===== src/rtl/mipsfpga_ahb_dma.sv =====
// mipsfpga_ahb_dma -- word-copy DMA engine, AHB bus master (fabric port 1).
//
// Copies len 32-bit words from src_addr to dst_addr. Every word is one
// SINGLE read followed by one SINGLE write. The bus is requested with
// HBUSREQ and a transfer is only driven while ownership (own) is held.
//
// Ports:
//   HCLK, HRESETn         bus clock, asynchronous active-low reset
//   start                 one-cycle pulse, accepted only when idle
//   src_addr, dst_addr    word-aligned byte addresses latched at start
//   len                   number of words to copy (0 = immediate done)
//   busy                  high from accepted start until done
//   done                  one-cycle pulse at completion or error
//   error                 sticky ERROR-response flag, cleared by next start
//   HADDR..HLOCK          AHB master outputs (SINGLE/word/non-cacheable)
//   HGRANT, HRDATA,
//   HREADY, HRESP         AHB master inputs
module mipsfpga_ahb_dma #(
   parameter int          LEN_W     = 16,
   parameter int unsigned LOCK_XFER = 0
) (
   input  logic             HCLK,
   input  logic             HRESETn,
   input  logic             start,
   input  logic [31:0]      src_addr,
   input  logic [31:0]      dst_addr,
   input  logic [LEN_W-1:0] len,
   output logic             busy,
   output logic             done,
   output logic             error,
   output logic [31:0]      HADDR,
   output logic [2:0]       HBURST,
   output logic [3:0]       HPROT,
   output logic [2:0]       HSIZE,
   output logic [1:0]       HTRANS,
   output logic [31:0]      HWDATA,
   output logic             HWRITE,
   output logic             HBUSREQ,
   output logic             HLOCK,
   input  logic             HGRANT,
   input  logic [31:0]      HRDATA,
   input  logic             HREADY,
   input  logic             HRESP
);

   localparam logic [2:0] S_IDLE = 3'd0;
   localparam logic [2:0] S_REQ  = 3'd1;
   localparam logic [2:0] S_RD_A = 3'd2;
   localparam logic [2:0] S_RD_D = 3'd3;
   localparam logic [2:0] S_WR_A = 3'd4;
   localparam logic [2:0] S_WR_D = 3'd5;
   localparam logic [2:0] S_FIN  = 3'd6;

   localparam logic [1:0] TR_IDLE   = 2'b00;
   localparam logic [1:0] TR_NONSEQ = 2'b10;

   logic [2:0]       state;
   logic             own;
   logic             wr_pending;
   logic [31:0]      src;
   logic [31:0]      dst;
   logic [31:0]      wbuf;
   logic [LEN_W-1:0] cnt;

   // Ownership only changes when the previous transfer on the bus completes.
   always_ff @(posedge HCLK or negedge HRESETn) begin
      if (!HRESETn) begin
         own <= 1'b0;
      end else if (HREADY) begin
         own <= HGRANT;
      end
   end

   always_ff @(posedge HCLK or negedge HRESETn) begin
      if (!HRESETn) begin
         state      <= S_IDLE;
         wr_pending <= 1'b0;
         src        <= 32'd0;
         dst        <= 32'd0;
         wbuf       <= 32'd0;
         cnt        <= '0;
         busy       <= 1'b0;
         done       <= 1'b0;
         error      <= 1'b0;
         HBUSREQ    <= 1'b0;
      end else begin
         done <= 1'b0;
         case (state)
            S_IDLE: begin
               if (start) begin
                  src        <= src_addr;
                  dst        <= dst_addr;
                  cnt        <= len;
                  error      <= 1'b0;
                  wr_pending <= 1'b0;
                  if (len == '0) begin
                     state <= S_FIN;
                     done  <= 1'b1;
                  end else begin
                     state   <= S_REQ;
                     busy    <= 1'b1;
                     HBUSREQ <= 1'b1;
                  end
               end
            end
            // Resume where the copy was interrupted: a pending write must
            // not re-read the source word.
            S_REQ: begin
               if (own) begin
                  state <= wr_pending ? S_WR_A : S_RD_A;
               end
            end
            S_RD_A: begin
               if (!own) begin
                  state      <= S_REQ;
                  wr_pending <= 1'b0;
               end else if (HREADY) begin
                  state <= S_RD_D;
               end
            end
            // An ERROR is acted on in its first (HREADY=0) cycle so that no
            // new transfer can follow it.
            S_RD_D: begin
               if (HRESP) begin
                  state   <= S_FIN;
                  error   <= 1'b1;
                  done    <= 1'b1;
                  busy    <= 1'b0;
                  HBUSREQ <= 1'b0;
               end else if (HREADY) begin
                  wbuf  <= HRDATA;
                  state <= S_WR_A;
               end
            end
            S_WR_A: begin
               if (!own) begin
                  state      <= S_REQ;
                  wr_pending <= 1'b1;
               end else if (HREADY) begin
                  state <= S_WR_D;
               end
            end
            S_WR_D: begin
               if (HRESP) begin
                  state   <= S_FIN;
                  error   <= 1'b1;
                  done    <= 1'b1;
                  busy    <= 1'b0;
                  HBUSREQ <= 1'b0;
               end else if (HREADY) begin
                  src        <= src + 32'd4;
                  dst        <= dst + 32'd4;
                  cnt        <= cnt - LEN_W'(1);
                  wr_pending <= 1'b0;
                  if (cnt == LEN_W'(1)) begin
                     state   <= S_FIN;
                     done    <= 1'b1;
                     busy    <= 1'b0;
                     HBUSREQ <= 1'b0;
                  end else begin
                     state <= own ? S_RD_A : S_REQ;
                  end
               end
            end
            S_FIN: begin
               state <= S_IDLE;
            end
            default: begin
               state <= S_IDLE;
            end
         endcase
      end
   end

   assign HTRANS = (own && ((state == S_RD_A) || (state == S_WR_A))) ? TR_NONSEQ : TR_IDLE;
   assign HADDR  = (state == S_WR_A) ? dst : src;
   assign HWRITE = (state == S_WR_A);
   assign HWDATA = wbuf;
   assign HLOCK  = (LOCK_XFER != 0) ? HBUSREQ : 1'b0;
   assign HBURST = 3'b000;
   assign HPROT  = 4'b0011;
   assign HSIZE  = 3'b010;

endmodule


===== config.mk =====
export PLATFORM = sky130hd
export DESIGN_NAME = mipsfpga_ahb_dma
export DESIGN_NICKNAME = d
export VERILOG_FILES = /design/src/rtl/mipsfpga_ahb_dma.sv
export SDC_FILE = /design/constraint.sdc
export NUM_CORES = 1
export LEC_CHECK = 0
export CAP_MARGIN = 20
export CORE_MARGIN = 10
export CORE_UTILIZATION = 49
export CTS_CLUSTER_SIZE = 12
export DETAILED_ROUTE_END_ITERATION = 8
export PLACE_DENSITY = 0.81
export SLEW_MARGIN = 20
export SYNTH_ARGS = -nofsm -noshare
export SYNTH_HDL_FRONTEND = slang
export SYNTH_SLANG_ARGS = --single-unit

===== constraint.sdc =====
create_clock -name HCLK -period 3.3 [get_ports HCLK]
set_input_delay 0.825 -clock HCLK [delete_from_list [all_inputs] [get_ports HCLK]]
set_output_delay 0.825 -clock HCLK [all_outputs]
set_load 0.02 [all_outputs]

Yosys cells after proc, flatten, opt, wreduce, memory -nomap -nowiden
Index checks and enable logic that the tools add are counted.

Add/subtract/negate cells: 3. Eq/ne operators: 20. Mux-type cells: 51. Bitwise logic cells: 1. Reduce and logical (&&, ||, !) cells: 15.

Operator list (number): 2-to-1 mux 32 bit (7); case mux 32 bit (2 select lines) (2); adder 32 x 3 -> 32 bit (second input constant) (2); 2-to-1 mux 16 bit (3); 2-to-1 mux 3 bit (13); case mux 16 bit (2 select lines) (1); 2-to-1 mux 1 bit (18); case mux 3 bit (6 select lines) (1); AND reduction 6 bit (3); == test 16 x 1 -> 1 bit (second input constant) (1); logical NOT 16 bit (1); inequality test 2 bit (second input constant) (8); subtractor 16 x 1 -> 16 bit (second input constant) (1); inequality test 3 bit (second input constant) (5); == test 3 x 2 -> 1 bit (second input constant) (2); == test 3 bit (second input constant) (2); case mux 1 bit (3 select lines) (2); AND reduction 3 bit (2); 2-to-1 mux 2 bit (2); case mux 1 bit (4 select lines) (1); AND reduction 4 bit (1); nonzero test 2 bit (2); nonzero test 4 bit (1); == test 3 x 1 -> 1 bit (second input constant) (1); other kinds (8) (8).

Register bits after elaboration: 120. Input port bits: 118.

Depth between registers and ports, before layout
Word-level depth: 5. Mapped depth: 8. Mapped depth without buffers: 7.

Worst setup path after synthesis
Ideal clock, no wire load.

Path type: register -> output. Start: register state[1]. End: output HADDR[19]. Arrival time: 1.935 ns. Data required time: 2.475 ns. Setup slack: 0.540 ns. Stages on the path, launching flop included: 7. Path buffers: 3. Cell sequence: dfrtp_1 > clkbuf_1 > nand2b_1 > nor2_1 > clkbuf_1 > clkbuf_1 > mux2_2.

Cells in the longest elaborated chain, start to end: 2.

Ends and longest elaborated chain: start: declaration (RTL line 57) `logic [2:0] state;`; start signal: assignment (RTL line 110) `state <= wr_pending ? S_WR_A : S_RD_A;`; start signal: assignment (RTL line 161) `state <= own ? S_RD_A : S_REQ;`; == test 3 bit (RTL line 176) `assign HADDR = (state == S_WR_A) ? dst : src;`; 2-to-1 mux 32 bit (RTL line 176); end: declaration (RTL line 31) `output logic [31:0] HADDR,`.

No other way between the ends.

Worst setup path after layout
Start: register state[1]. End: output HADDR[24].

Same word-level chain as after synthesis.

==> summary.md <==
| Metric | Value |
|---|---|
| Gate Count Post-Synth | `813` |
| Total gr overflow | `0` |
| CP Capture Type | `primary output` |
| Fin crit period | `3144 ps` |
| DR vias | `7107` |
| Top cells by area, synth | `dfrtp_1 42%, mux2_2 10%, a21oi_1 6.2%` |
| Most common cell in the netlist | `dfrtp_1` |
| CP startpoint kind | `register` |
| Setup CP Type | `register to primary output` |
| Netlist Area Pre-Place | `7203 um2` |
| Top cell type by total area after synthesis | `dfrtp_1` |
| Tot GR Track Use | `0.2208` |
| Peak VDD IR | `460.5 uV` |
| Worst reg2reg startpoint | `cnt[0]` |
| Least-Margin Pin Slew | `916.4 ps` |
| RSZ-0062 raised after global routing | `false` |
| Buffers on Ports | `187` |
| Worst-Skew Late Latency | `420 ps` |
| DIE HEIGHT | `141.2 um` |
| Worst path required time | `2470 ps` |
| Leak | `3.899 nW` |
| Ys flop type | `dfrtp_1` |
| DR WL/cell | `19.11 um` |
| Post-cts resize count | `0` |
| Total clock sinks | `120` |
| Max Cap Viol | `0` |
| Placed instance area | `9270 um2` |
| Crit path arrival time | `2320 ps` |
| Fin Hold WS | `208.1 ps` |
| FILL cells | `1211` |
| Hold crit path type | `input port to async pin` |
| Slowest cell delay on critical path | `550 ps` |
| Critical Path, Cell by Cell | `nand2b_1 -> nor2_4 -> buf_12 -> mux2_2 -> clkdlybuf4s50_1` |
| Synthesis-to-layout area growth | `37.24%` |
| Async SR Flop Fraction | `1.000` |
| Row Count | `44` |
| Hold Vio Cnt, Final | `0` |
| Design Power | `9.121 mW` |
| Critical R2R Capture | `cnt[14]` |
| Number of inserted diodes | `0` |
| CTS tree | `built` |
| # setup viols final | `0` |
| Number of synthesized flops with an enable pin | `0` |
| Slew margin rel. | `0.3840` |
| Die area | `19950 um2` |
| Die width | `141.2 um` |
| TritonCTS Buffers | `17` |
| Synth top area share | `0.4169` |
| Avg Cell Area, Syn | `8.860 um2` |
| Share of cells above drive strength 1 | `0.1339` |
| First-pass GRT wire length | `36250 um` |
| Pre-Repair DR Iteration Count | `5` |
| Largest net degree at the start of global routing | `74` |
| Number of global-route vias before repair | `6952` |
| DRT Wirelength | `22500 um` |
| Final HPWL DP | `16230 um` |
| Stages on worst setup path | `5` |
| Crit path buf inv count | `2` |
| Final Wtd Congestion | `0.8996` |
| Nets | `1103` |
| Max FO, Critical Path | `38` |
| R2R Setup Slk | `820 ps` |
| DRC viols | `0` |
| Top cells by count, synth | `120 x dfrtp_1, 89 x a21oi_1, 71 x nand2_1` |
| YS warnings | `0` |
| Final period utilization | `0.9526` |
| Status | `completed` |
| Routed Antenna Nets | `0` |
| H-tree lvl count | `4` |
| R2R depth | `7` |
| CP delay by family, top | `buffers and inverters` |
| Longest Clk Path Bufs | `2` |
| TNS Setup | `0 ps` |
| Pwr dens | `922.6 nW/um2` |
| Final instance area | `9886 um2` |
| DRT iter0 DRCs | `609` |
| CTS Hold Buffers Added | `0` |
| Clock-pin slew on the worst setup and hold paths | `50 ps` |
| Root Buffer | `clkbuf_16` |
| Cell variety after synth | `61` |
| IO Count | `200` |
| Initial core utilization | `0.4975` |
| Pins Over Slew Limit | `0` |
| Post-CTS Setup Bufs | `0` |
| Via/cell ratio | `6.038` |
| Post-synthesis register bit count | `120` |
| Core Box Area | `14480 um2` |
| Slowest cell on the critical path | `clkdlybuf4s50_1` |
| Worst Skew | `7.955 ps` |
| Fmax achieved | `0.3181 GHz` |
| Sequential area share after synthesis | `0.4169` |
| Antenna violations before repair | `0` |
-- registers in the layout (all words and copies together), names as in the netlist --
| name | flops |
|---|---|
| cnt | 16 |
| done | 1 |
| own | 1 |
| HWDATA | 32 |
| dst | 32 |
| state | 3 |
| HBUSREQ | 1 |
| src | 32 |
| wr_pending | 1 |
| error | 1 |
-- stage by stage --
| step | util | worst slack, ps | instances |
|---|---|---|---|
| 5_1_grt | 0.6828 | 46.26 | 1177 |
| 3_3_place_gp | 0.6403 | 464.2 | 1146 |
| 4_1_cts | 0.6828 | 119.4 | 1177 |
| 6_report | 0.6828 | 156.4 | 1177 |
| 3_5_place_dp | 0.6403 | 428.0 | 1146 |
| 2_1_floorplan | - | 540.4 | 823 |
-- layer usage --
metal,vias up,GRT usage,routed length (um)
li1,3349,-,-
met1,3368,0.2847,9571
met2,356,0.3476,10460
met3,34,0.06416,2154
met4,0,0.07120,305
met5,-,0,0
-- power by group --
part           switching (mW)  internal, mW  total [mW]
Combinational            2.24          2.06        4.30
Sequential              0.739          2.15        2.89
Clock                   0.653          1.28        1.93
-- worst max-delay path by stage --
stage,start,endpoint,slack (ps)
finish,state[1],HADDR[24],160
global route,state[1],HADDR[31],50
CTS,state[1],HADDR[31],120
detailed placement,start,dst[29],430
global placement,start,dst[30],460
floorplan,state[1],HADDR[19],540
-- cells in the final DEF (no fill, tap or decap), types with 4 or more instances in the layout --
| cell type | n |
|---|---|
| dfrtp_1 | 120 |
| a31oi_1 | 7 |
| nand4_1 | 20 |
| clkbuf_16 | 17 |
| clkbuf_8 | 5 |
| o22ai_1 | 24 |
| a211oi_1 | 6 |
| and2_1 | 5 |
| nor2_1 | 57 |
| ha_1 | 4 |
| nand3_1 | 37 |
| nor2b_1 | 5 |
| mux2i_1 | 6 |
| clkinv_2 | 4 |
| or3_1 | 10 |
| o21a_1 | 6 |
| a22oi_1 | 6 |
| buf_12 | 4 |
| clkdlybuf4s50_1 | 186 |
| nand2b_1 | 5 |
| and4_1 | 4 |
| o32ai_1 | 4 |
| inv_1 | 11 |
| and3_1 | 15 |
| mux2_2 | 64 |
| nand2_1 | 71 |
| a2bb2oi_1 | 25 |
| a21oi_1 | 89 |
| nor3b_1 | 4 |
| nor3_1 | 18 |
| conb_1 | 12 |
| buf_4 | 21 |
| o21ai_0 | 59 |
| nor4_1 | 9 |
| o22a_1 | 6 |
-- cells by family (layout without fill, tap and decap cells) --
| family | after synthesis | in the layout | synth area share |
|---|---|---|---|
| compound gates | 252 | 252 | 0.2149 |
| xor+xnor | 1 | 1 | 0.001216 |
| fa+ha+maj | 4 | 4 | 0.006948 |
| buf+inv | 83 | 253 | 0.05055 |
| flops | 120 | 120 | 0.4169 |
| mux | 70 | 70 | 0.1084 |
| other cells | 2 | 12 | 0.001043 |
| simple gates | 281 | 281 | 0.2001 |
-- area by class of cell --
cell class,count,area (um2),area share
sequential,120,3003,0.3038
tap,184,230.2,0.02329
multi-input combinational,620,3896,0.3941
clock inverter,8,117.6,0.01190
inverter,11,41.29,0.004177
timing repair buffer,211,2100,0.2124
clock buffer,23,498.0,0.05037
Note: power is estimated with default switching activity, not from simulation.
